### src/rtl/multicycle_controller_if.sv
// Memory-port handshake bundle between the multicycle controller (master)
// and the unified instruction/data memory (slave).
interface multicycle_controller_if;
    logic mem_req;
    logic mem_ready;
    logic AdrSrc;
    logic MemWrite;

    modport master (
        output mem_req,
        output AdrSrc,
        output MemWrite,
        input  mem_ready
    );

    modport slave (
        input  mem_req,
        input  AdrSrc,
        input  MemWrite,
        output mem_ready
    );
endinterface

### src/rtl/multicycle_controller.sv
// Main control FSM of the multicycle RV32I core: sequences ALU, memory port and
// register file. Define MC_CTRL_PERF_EN to add cycle_cnt / instret_cnt counters.
module multicycle_controller (
    input  logic                     clk,
    input  logic                     rst_n,
    input  logic [6:0]               op,
    input  logic                     zero,
    multicycle_controller_if.master  mem,
    output logic                     IRWrite,
    output logic                     PCWrite,
    output logic                     RegWrite,
    output logic [1:0]               ALUSrcA,
    output logic [1:0]               ALUSrcB,
    output logic [1:0]               ResultSrc,
    output logic [1:0]               ALU_op,
    output logic                     illegal
`ifdef MC_CTRL_PERF_EN
    ,
    output logic [31:0]              cycle_cnt,
    output logic [31:0]              instret_cnt
`endif
);

    typedef enum logic [3:0] {
        S_FETCH    = 4'd0,
        S_DECODE   = 4'd1,
        S_MEMADR   = 4'd2,
        S_MEMREAD  = 4'd3,
        S_MEMWB    = 4'd4,
        S_MEMWRITE = 4'd5,
        S_EXECR    = 4'd6,
        S_EXECI    = 4'd7,
        S_ALUWB    = 4'd8,
        S_BEQ      = 4'd9,
        S_JAL      = 4'd10,
        S_TRAP     = 4'd11
    } state_t;

    typedef struct packed {
        logic       mem_req;
        logic       adr_src;
        logic       mem_write;
        logic       reg_write;
        logic       fetch;       // IRWrite/PCWrite follow mem_ready
        logic       beq;         // PCWrite follows zero
        logic       pc_write;    // unconditional PC load
        logic       illegal;
        logic [1:0] alu_src_a;
        logic [1:0] alu_src_b;
        logic [1:0] result_src;
        logic [1:0] alu_op;
    } ctrl_t;

    localparam logic [6:0] OP_LOAD   = 7'b0000011;
    localparam logic [6:0] OP_STORE  = 7'b0100011;
    localparam logic [6:0] OP_RTYPE  = 7'b0110011;
    localparam logic [6:0] OP_ITYPE  = 7'b0010011;
    localparam logic [6:0] OP_BRANCH = 7'b1100011;
    localparam logic [6:0] OP_JAL    = 7'b1101111;

    state_t state_reg;
    state_t state_next;
    ctrl_t  ctrl_reg;

    function automatic ctrl_t decode(input state_t s);
        ctrl_t c;
        c = '0;
        case (s)
            S_FETCH: begin
                c.mem_req    = 1'b1;
                c.fetch      = 1'b1;
                c.alu_src_b  = 2'b10;
                c.result_src = 2'b10;
            end
            S_DECODE: begin
                c.alu_src_a = 2'b01;
                c.alu_src_b = 2'b01;
            end
            S_MEMADR: begin
                c.alu_src_a = 2'b10;
                c.alu_src_b = 2'b01;
            end
            S_MEMREAD: begin
                c.mem_req = 1'b1;
                c.adr_src = 1'b1;
            end
            S_MEMWB: begin
                c.result_src = 2'b01;
                c.reg_write  = 1'b1;
            end
            S_MEMWRITE: begin
                c.mem_req   = 1'b1;
                c.mem_write = 1'b1;
                c.adr_src   = 1'b1;
            end
            S_EXECR: begin
                c.alu_src_a = 2'b10;
                c.alu_op    = 2'b10;
            end
            S_EXECI: begin
                c.alu_src_a = 2'b10;
                c.alu_src_b = 2'b01;
                c.alu_op    = 2'b10;
            end
            S_ALUWB: begin
                c.reg_write = 1'b1;
            end
            S_BEQ: begin
                c.beq       = 1'b1;
                c.alu_src_a = 2'b10;
                c.alu_op    = 2'b01;
            end
            S_JAL: begin
                c.pc_write  = 1'b1;
                c.alu_src_a = 2'b01;
                c.alu_src_b = 2'b10;
            end
            S_TRAP: begin
                c.illegal = 1'b1;
            end
            default: c = '0;
        endcase
        return c;
    endfunction

    always_comb begin
        state_next = state_reg;
        case (state_reg)
            S_FETCH:    if (mem.mem_ready) state_next = S_DECODE;
            S_DECODE: begin
                case (op)
                    OP_LOAD, OP_STORE: state_next = S_MEMADR;
                    OP_RTYPE:          state_next = S_EXECR;
                    OP_ITYPE:          state_next = S_EXECI;
                    OP_BRANCH:         state_next = S_BEQ;
                    OP_JAL:            state_next = S_JAL;
                    default:           state_next = S_TRAP;
                endcase
            end
            S_MEMADR:   state_next = op[5] ? S_MEMWRITE : S_MEMREAD;
            S_MEMREAD:  if (mem.mem_ready) state_next = S_MEMWB;
            S_MEMWB:    state_next = S_FETCH;
            S_MEMWRITE: if (mem.mem_ready) state_next = S_FETCH;
            S_EXECR:    state_next = S_ALUWB;
            S_EXECI:    state_next = S_ALUWB;
            S_ALUWB:    state_next = S_FETCH;
            S_BEQ:      state_next = S_FETCH;
            S_JAL:      state_next = S_ALUWB;
            S_TRAP:     state_next = S_TRAP;
            default:    state_next = S_FETCH;
        endcase
    end

    // Control word is registered from the next state, so it always equals the
    // Moore decode of state_reg without a combinational decoder on the outputs.
    always_ff @(posedge clk or negedge rst_n) begin
        if (!rst_n) begin
            state_reg <= S_FETCH;
            ctrl_reg  <= decode(S_FETCH);
        end else begin
            state_reg <= state_next;
            ctrl_reg  <= decode(state_next);
        end
    end

    // Strobes are gated by rst_n so nothing asserts while reset is held, yet
    // mem_req rises in the very first cycle after release.
    assign mem.mem_req  = rst_n & ctrl_reg.mem_req;
    assign mem.MemWrite = rst_n & ctrl_reg.mem_write;
    assign mem.AdrSrc   = ctrl_reg.adr_src;
    assign RegWrite     = rst_n & ctrl_reg.reg_write;
    assign illegal      = rst_n & ctrl_reg.illegal;
    assign IRWrite      = rst_n & ctrl_reg.fetch & mem.mem_ready;
    assign PCWrite      = rst_n & (ctrl_reg.pc_write
                                   | (ctrl_reg.fetch & mem.mem_ready)
                                   | (ctrl_reg.beq & zero));
    assign ALUSrcA      = ctrl_reg.alu_src_a;
    assign ALUSrcB      = ctrl_reg.alu_src_b;
    assign ResultSrc    = ctrl_reg.result_src;
    assign ALU_op       = ctrl_reg.alu_op;

`ifdef MC_CTRL_PERF_EN
    logic [31:0] cycle_cnt_reg;
    logic [31:0] instret_cnt_reg;
    logic        retire;

    // An instruction retires when its last step hands control back to FETCH.
    assign retire = (state_next == S_FETCH) &&
                    ((state_reg == S_MEMWB) || (state_reg == S_MEMWRITE) ||
                     (state_reg == S_ALUWB) || (state_reg == S_BEQ));

    always_ff @(posedge clk or negedge rst_n) begin
        if (!rst_n) begin
            cycle_cnt_reg   <= 32'd0;
            instret_cnt_reg <= 32'd0;
        end else begin
            cycle_cnt_reg <= cycle_cnt_reg + 32'd1;
            if (retire) begin
                instret_cnt_reg <= instret_cnt_reg + 32'd1;
            end
        end
    end

    assign cycle_cnt   = cycle_cnt_reg;
    assign instret_cnt = instret_cnt_reg;
`endif

endmodule

### src/flat_wrapper.sv
// flat-port wrapper written by rule: the top's interface ports become plain ports
module multicycle_controller_flat 
  (clk, rst_n, op, zero, IRWrite, PCWrite, RegWrite, ALUSrcA, ALUSrcB, ResultSrc, ALU_op, illegal, mem_mem_req, mem_AdrSrc, mem_MemWrite, mem_mem_ready);
  multicycle_controller_if mem_i ();
  input  logic clk;
  input  logic rst_n;
  input  logic [6:0] op;
  input  logic zero;
  output logic IRWrite;
  output logic PCWrite;
  output logic RegWrite;
  output logic [1:0] ALUSrcA;
  output logic [1:0] ALUSrcB;
  output logic [1:0] ResultSrc;
  output logic [1:0] ALU_op;
  output logic illegal;
  output wire logic [$bits(mem_i.mem_req)-1:0] mem_mem_req;
  output wire logic [$bits(mem_i.AdrSrc)-1:0] mem_AdrSrc;
  output wire logic [$bits(mem_i.MemWrite)-1:0] mem_MemWrite;
  input wire logic [$bits(mem_i.mem_ready)-1:0] mem_mem_ready;
  assign mem_mem_req = mem_i.mem_req;
  assign mem_AdrSrc = mem_i.AdrSrc;
  assign mem_MemWrite = mem_i.MemWrite;
  assign mem_i.mem_ready = mem_mem_ready;
  multicycle_controller u_core (.clk(clk), .rst_n(rst_n), .op(op), .zero(zero), .mem(mem_i), .IRWrite(IRWrite), .PCWrite(PCWrite), .RegWrite(RegWrite), .ALUSrcA(ALUSrcA), .ALUSrcB(ALUSrcB), .ResultSrc(ResultSrc), .ALU_op(ALU_op), .illegal(illegal));
endmodule
### config.mk
export PLATFORM = sky130hd
export DESIGN_NAME = multicycle_controller_flat
export DESIGN_NICKNAME = d
export VERILOG_FILES = /design/src/rtl/multicycle_controller_if.sv /design/src/rtl/multicycle_controller.sv /design/src/flat_wrapper.sv
export SDC_FILE = /design/constraint.sdc
export NUM_CORES = 1
export LEC_CHECK = 0
export CAP_MARGIN = 20
export CORE_UTILIZATION = 46
export CTS_CLUSTER_DIAMETER = 30
export DETAILED_ROUTE_END_ITERATION = 8
export MAX_ROUTING_LAYER = met4
export PLACE_DENSITY = 0.77
export SLEW_MARGIN = 25
export SYNTH_ARGS = -nofsm -noshare
export SYNTH_HDL_FRONTEND = slang
export SYNTH_SLANG_ARGS = --single-unit
### constraint.sdc
create_clock -name clk -period 2 [get_ports clk]
set_input_delay 0.4 -clock clk [delete_from_list [all_inputs] [get_ports clk]]
set_output_delay 0.4 -clock clk [all_outputs]
set_load 0.01 [all_outputs]
==> flow_summary_export.csv <==
group,metric,value,unit
clock_tree,cts_buffer_depth,2,
critical_path,worstPathBufferInverterCount,1,
clock_tree,clkSlewWorstSetupHoldPaths,0.10,ns
floorplan,coreArea,0.00196,mm^2
global_route,grt_max_degree,12,
power,power_density,1360,mW/mm^2
logic_synthesis,yosys.cell_types.count,34,
clock_tree,cts_max_level,1,
detailed_routing,first_pass_iters,4,
logic_synthesis,synth_fp_nets,105,
timing,rsz0062_at_grt,"no",
detailed_routing,vias,788,
global_route,grt-ovfl-total,0,
layout,largest_reg_flops,7,
global_route,grt_pass1_vias,733,
placement,dp_hpwl,1620,um
clock_tree,clk_latency,0.28,ns
clock_tree,cts_tree,"yes",
logic_synthesis,synth_async_sr_flop_share,1.00,
critical_path,path_max_fanout,4,
timing,slew_headroom,0.754,
detailed_routing,antenna_left,0,
global_route,grt_pass1_wl,3150,um
global_route,top_usage_layer,"met2",
global_route,grtUsageMet1,0.244,
layout,drive_gt1_frac,0.206,
detailed_routing,avgViaCountPerCell,5.15,
timing,drv_slew,0,
logic_synthesis,postSynthAreaPerCell,10.1,um^2
global_route,antenna_found_initial,0,
critical_path,startpoint,"op[5]",
logic_synthesis,ys_warn_count,0,
layout,utilization,0.656,
min_path,hp-class,"in2async",
critical_path,worstPathCellList,"clkdlybuf4s50_1 -> or4bb_1 -> a31oi_1 -> a211oi_2 -> nand4bb_1 -> o211ai_1",
critical_path,crit_type,"in2reg",
layout,syn_to_final_growth,35.1,%
timing,final-hold-violation-count,0,
global_route,grtUsageMet3,0.0226,
layout,finalNetCount,138,
floorplan,start_util,0.485,
clock_tree,cts_buffers,3,
timing,fin_crit_sh,0.963,
timing,fin_worst_skew,0.00686,ns
global_route,grt.met2_usage,0.375,
clock_tree,cts_hold_buffers,0,
detailed_routing,drt_wl_total,1980,um
critical_path,end_kind,"flop",
critical_path,crit_required,2.16,ns
power,power.leakage,0.610,nW
clock_tree,ctsRootBufferMaster,"clkbuf_4",
floorplan,dieArea,0.00226,mm^2
timing,min_period,1.93,ns
logic_synthesis,synth_edf_count,0,
floorplan,rows,16,
power,finalPower,1.75,mW
logic_synthesis,synth-seq-cells,18,
placement,port_buffers,25,
critical_path,startpoint_type,"input port",
detailed_routing,drt_iter0_drc,23,
detailed_routing,wl_per_cell,12.9,um
global_route,track_usage,0.210,
outcome,outcome,"complete, no violations",
floorplan,pin_count,26,
logic_synthesis,synth_ff_type,"dfrtp_1",
logic_synthesis,synth_cells,94,
critical_path,r2r_start,"u_core.state_reg[2]",
layout,antenna_cells,0,
job,maxCapViolCount,0,
critical_path,crit_family,"simple AND/OR/NAND/NOR gates",
floorplan,fp.dieH,47.5,um
clock_tree,cts_setup_buffers,0,
timing,max_slew.worst_pin.slew,0.360,ns
layout,final_cell_area,0.00129,mm^2
clock_tree,clock_sinks,18,
critical_path,slowest_delay,0.51,ns
timing,setup_viol,0,
logic_synthesis,netlist_area,952,um^2
floorplan,die_w,47.5,um
critical_path,crit_arrival,2.08,ns
critical_path,cp_slowest_cell,"or4bb_1",
detailed_routing,route.detailed.drc,0,
placement,placed_area,0.00126,mm^2
logic_synthesis,yosysSeqAreaShare,0.477,
placement,gp_congestion,0.863,
timing,max_freq,0.519,GHz
power,vdd_ir_drop_max,646,uV
[cell families (layout without fill, tap and decap cells)]
logic type / count (synthesis) / count (layout) / share of synthesized area
and+or+nand+nor: 43 / 43 / 0.269
AOI/OAI and AO/OA: 18 / 18 / 0.138
DFF: 18 / 18 / 0.477
buffers and inverters: 13 / 45 / 0.0959
xor gates and xnor gates: 1 / 1 / 0.00920
muxes: 1 / 1 / 0.0105
[metal layers]
metal,wire (um),vias to the layer above
li1,-,394
met1,827,363
met2,1070,31
met3,82,0
met4,0,0
met5,0,-
[report_power, final]
part | total, mW | leakage, nW | internal (mW) | switching (mW)
Clock | 0.176 | 0.0150 | 0.0773 | 0.0986
Sequential | 0.622 | 0.231 | 0.511 | 0.111
Combinational | 0.956 | 0.363 | 0.465 | 0.491
Total | 1.75 | 0.610 | 1.05 | 0.700
[metrics by stage]
step                hold slack (ns)  instances  setup TNS [ns]  worst slack [ns]
floorplan                     0.104         94               0             0.308
finish                        0.265        153               0            0.0749
detailed placement            0.743        149           -2.78            -0.247
global placement              0.721        149           -1.97            -0.206
global route                  0.271        153               0           0.00616
CTS                           0.255        153               0            0.0391
[layout by cell type (no fill, tap or decap), types with 3 or more instances in the layout]
cell	instances
a21o_1	3
a21oi_1	3
a31oi_1	3
and2_1	6
and3_1	3
buf_4	13
clkbuf_4	3
clkdlybuf4s50_1	22
dfrtp_1	15
dfstp_2	3
dlygate4sd2_1	3
nand2_1	3
nand2b_1	4
nor2_1	12
nor3_1	3
[synthesized netlist by cell type (all sizes together) (2+ instances only)]
cell	instances	area (um^2)
o21ai	2	10.0
a31oi	3	18.8
dfrtp	15	375
nand4	2	12.5
nor2	13	51.3
a21oi	3	15.0
nand2	3	11.3
and2	6	37.5
and3	3	18.8
inv	2	7.51
nand4bb	2	22.5
a21o	3	22.5
nor3	3	15.0
o211ai	2	15.0
nand2b	4	25.0
dfstp	3	78.8
buf	10	75.1
[area by class of cell]
class	count	area (um^2)
Clock buffer	4	26.3
Fill cell	172	676
Sequential cell	18	454
Timing Repair Buffer	38	344
Multi-Input combinational cell	63	412
Tap cell	27	33.8
Inverter	3	16.3
[repair_timing]
item,4_1_cts,5_1_grt
resized for setup,3,1
endpoints found under the hold margin,0,0
pin swaps,0,0
endpoints found under the setup margin,6,5
[worst register-to-register path, cell delays in order (launching register included)]
cell and delay (ns):
dfrtp_1 0.50, or4bb_1 0.54, a31oi_1 0.29, a211oi_2 0.12
nand4bb_1 0.17, o211ai_1 0.12
[path summary, 6_finish.rpt]
check	end	slack [ns]	cells past startpoint
max in group asynchronous	u_core.ctrl_reg[15]	1.44	3
worst min-delay path	u_core.ctrl_reg[13]	0.26	2
worst min register to register	u_core.ctrl_reg[13]	0.76	2
min in group clk	u_core.ctrl_reg[13]	0.76	2
worst max register to register	u_core.ALUSrcA[1]	0.13	5
worst max-delay path	u_core.ALUSrcA[1]	0.07	6
No activity file was read; power rests on OpenSTA's default activity.
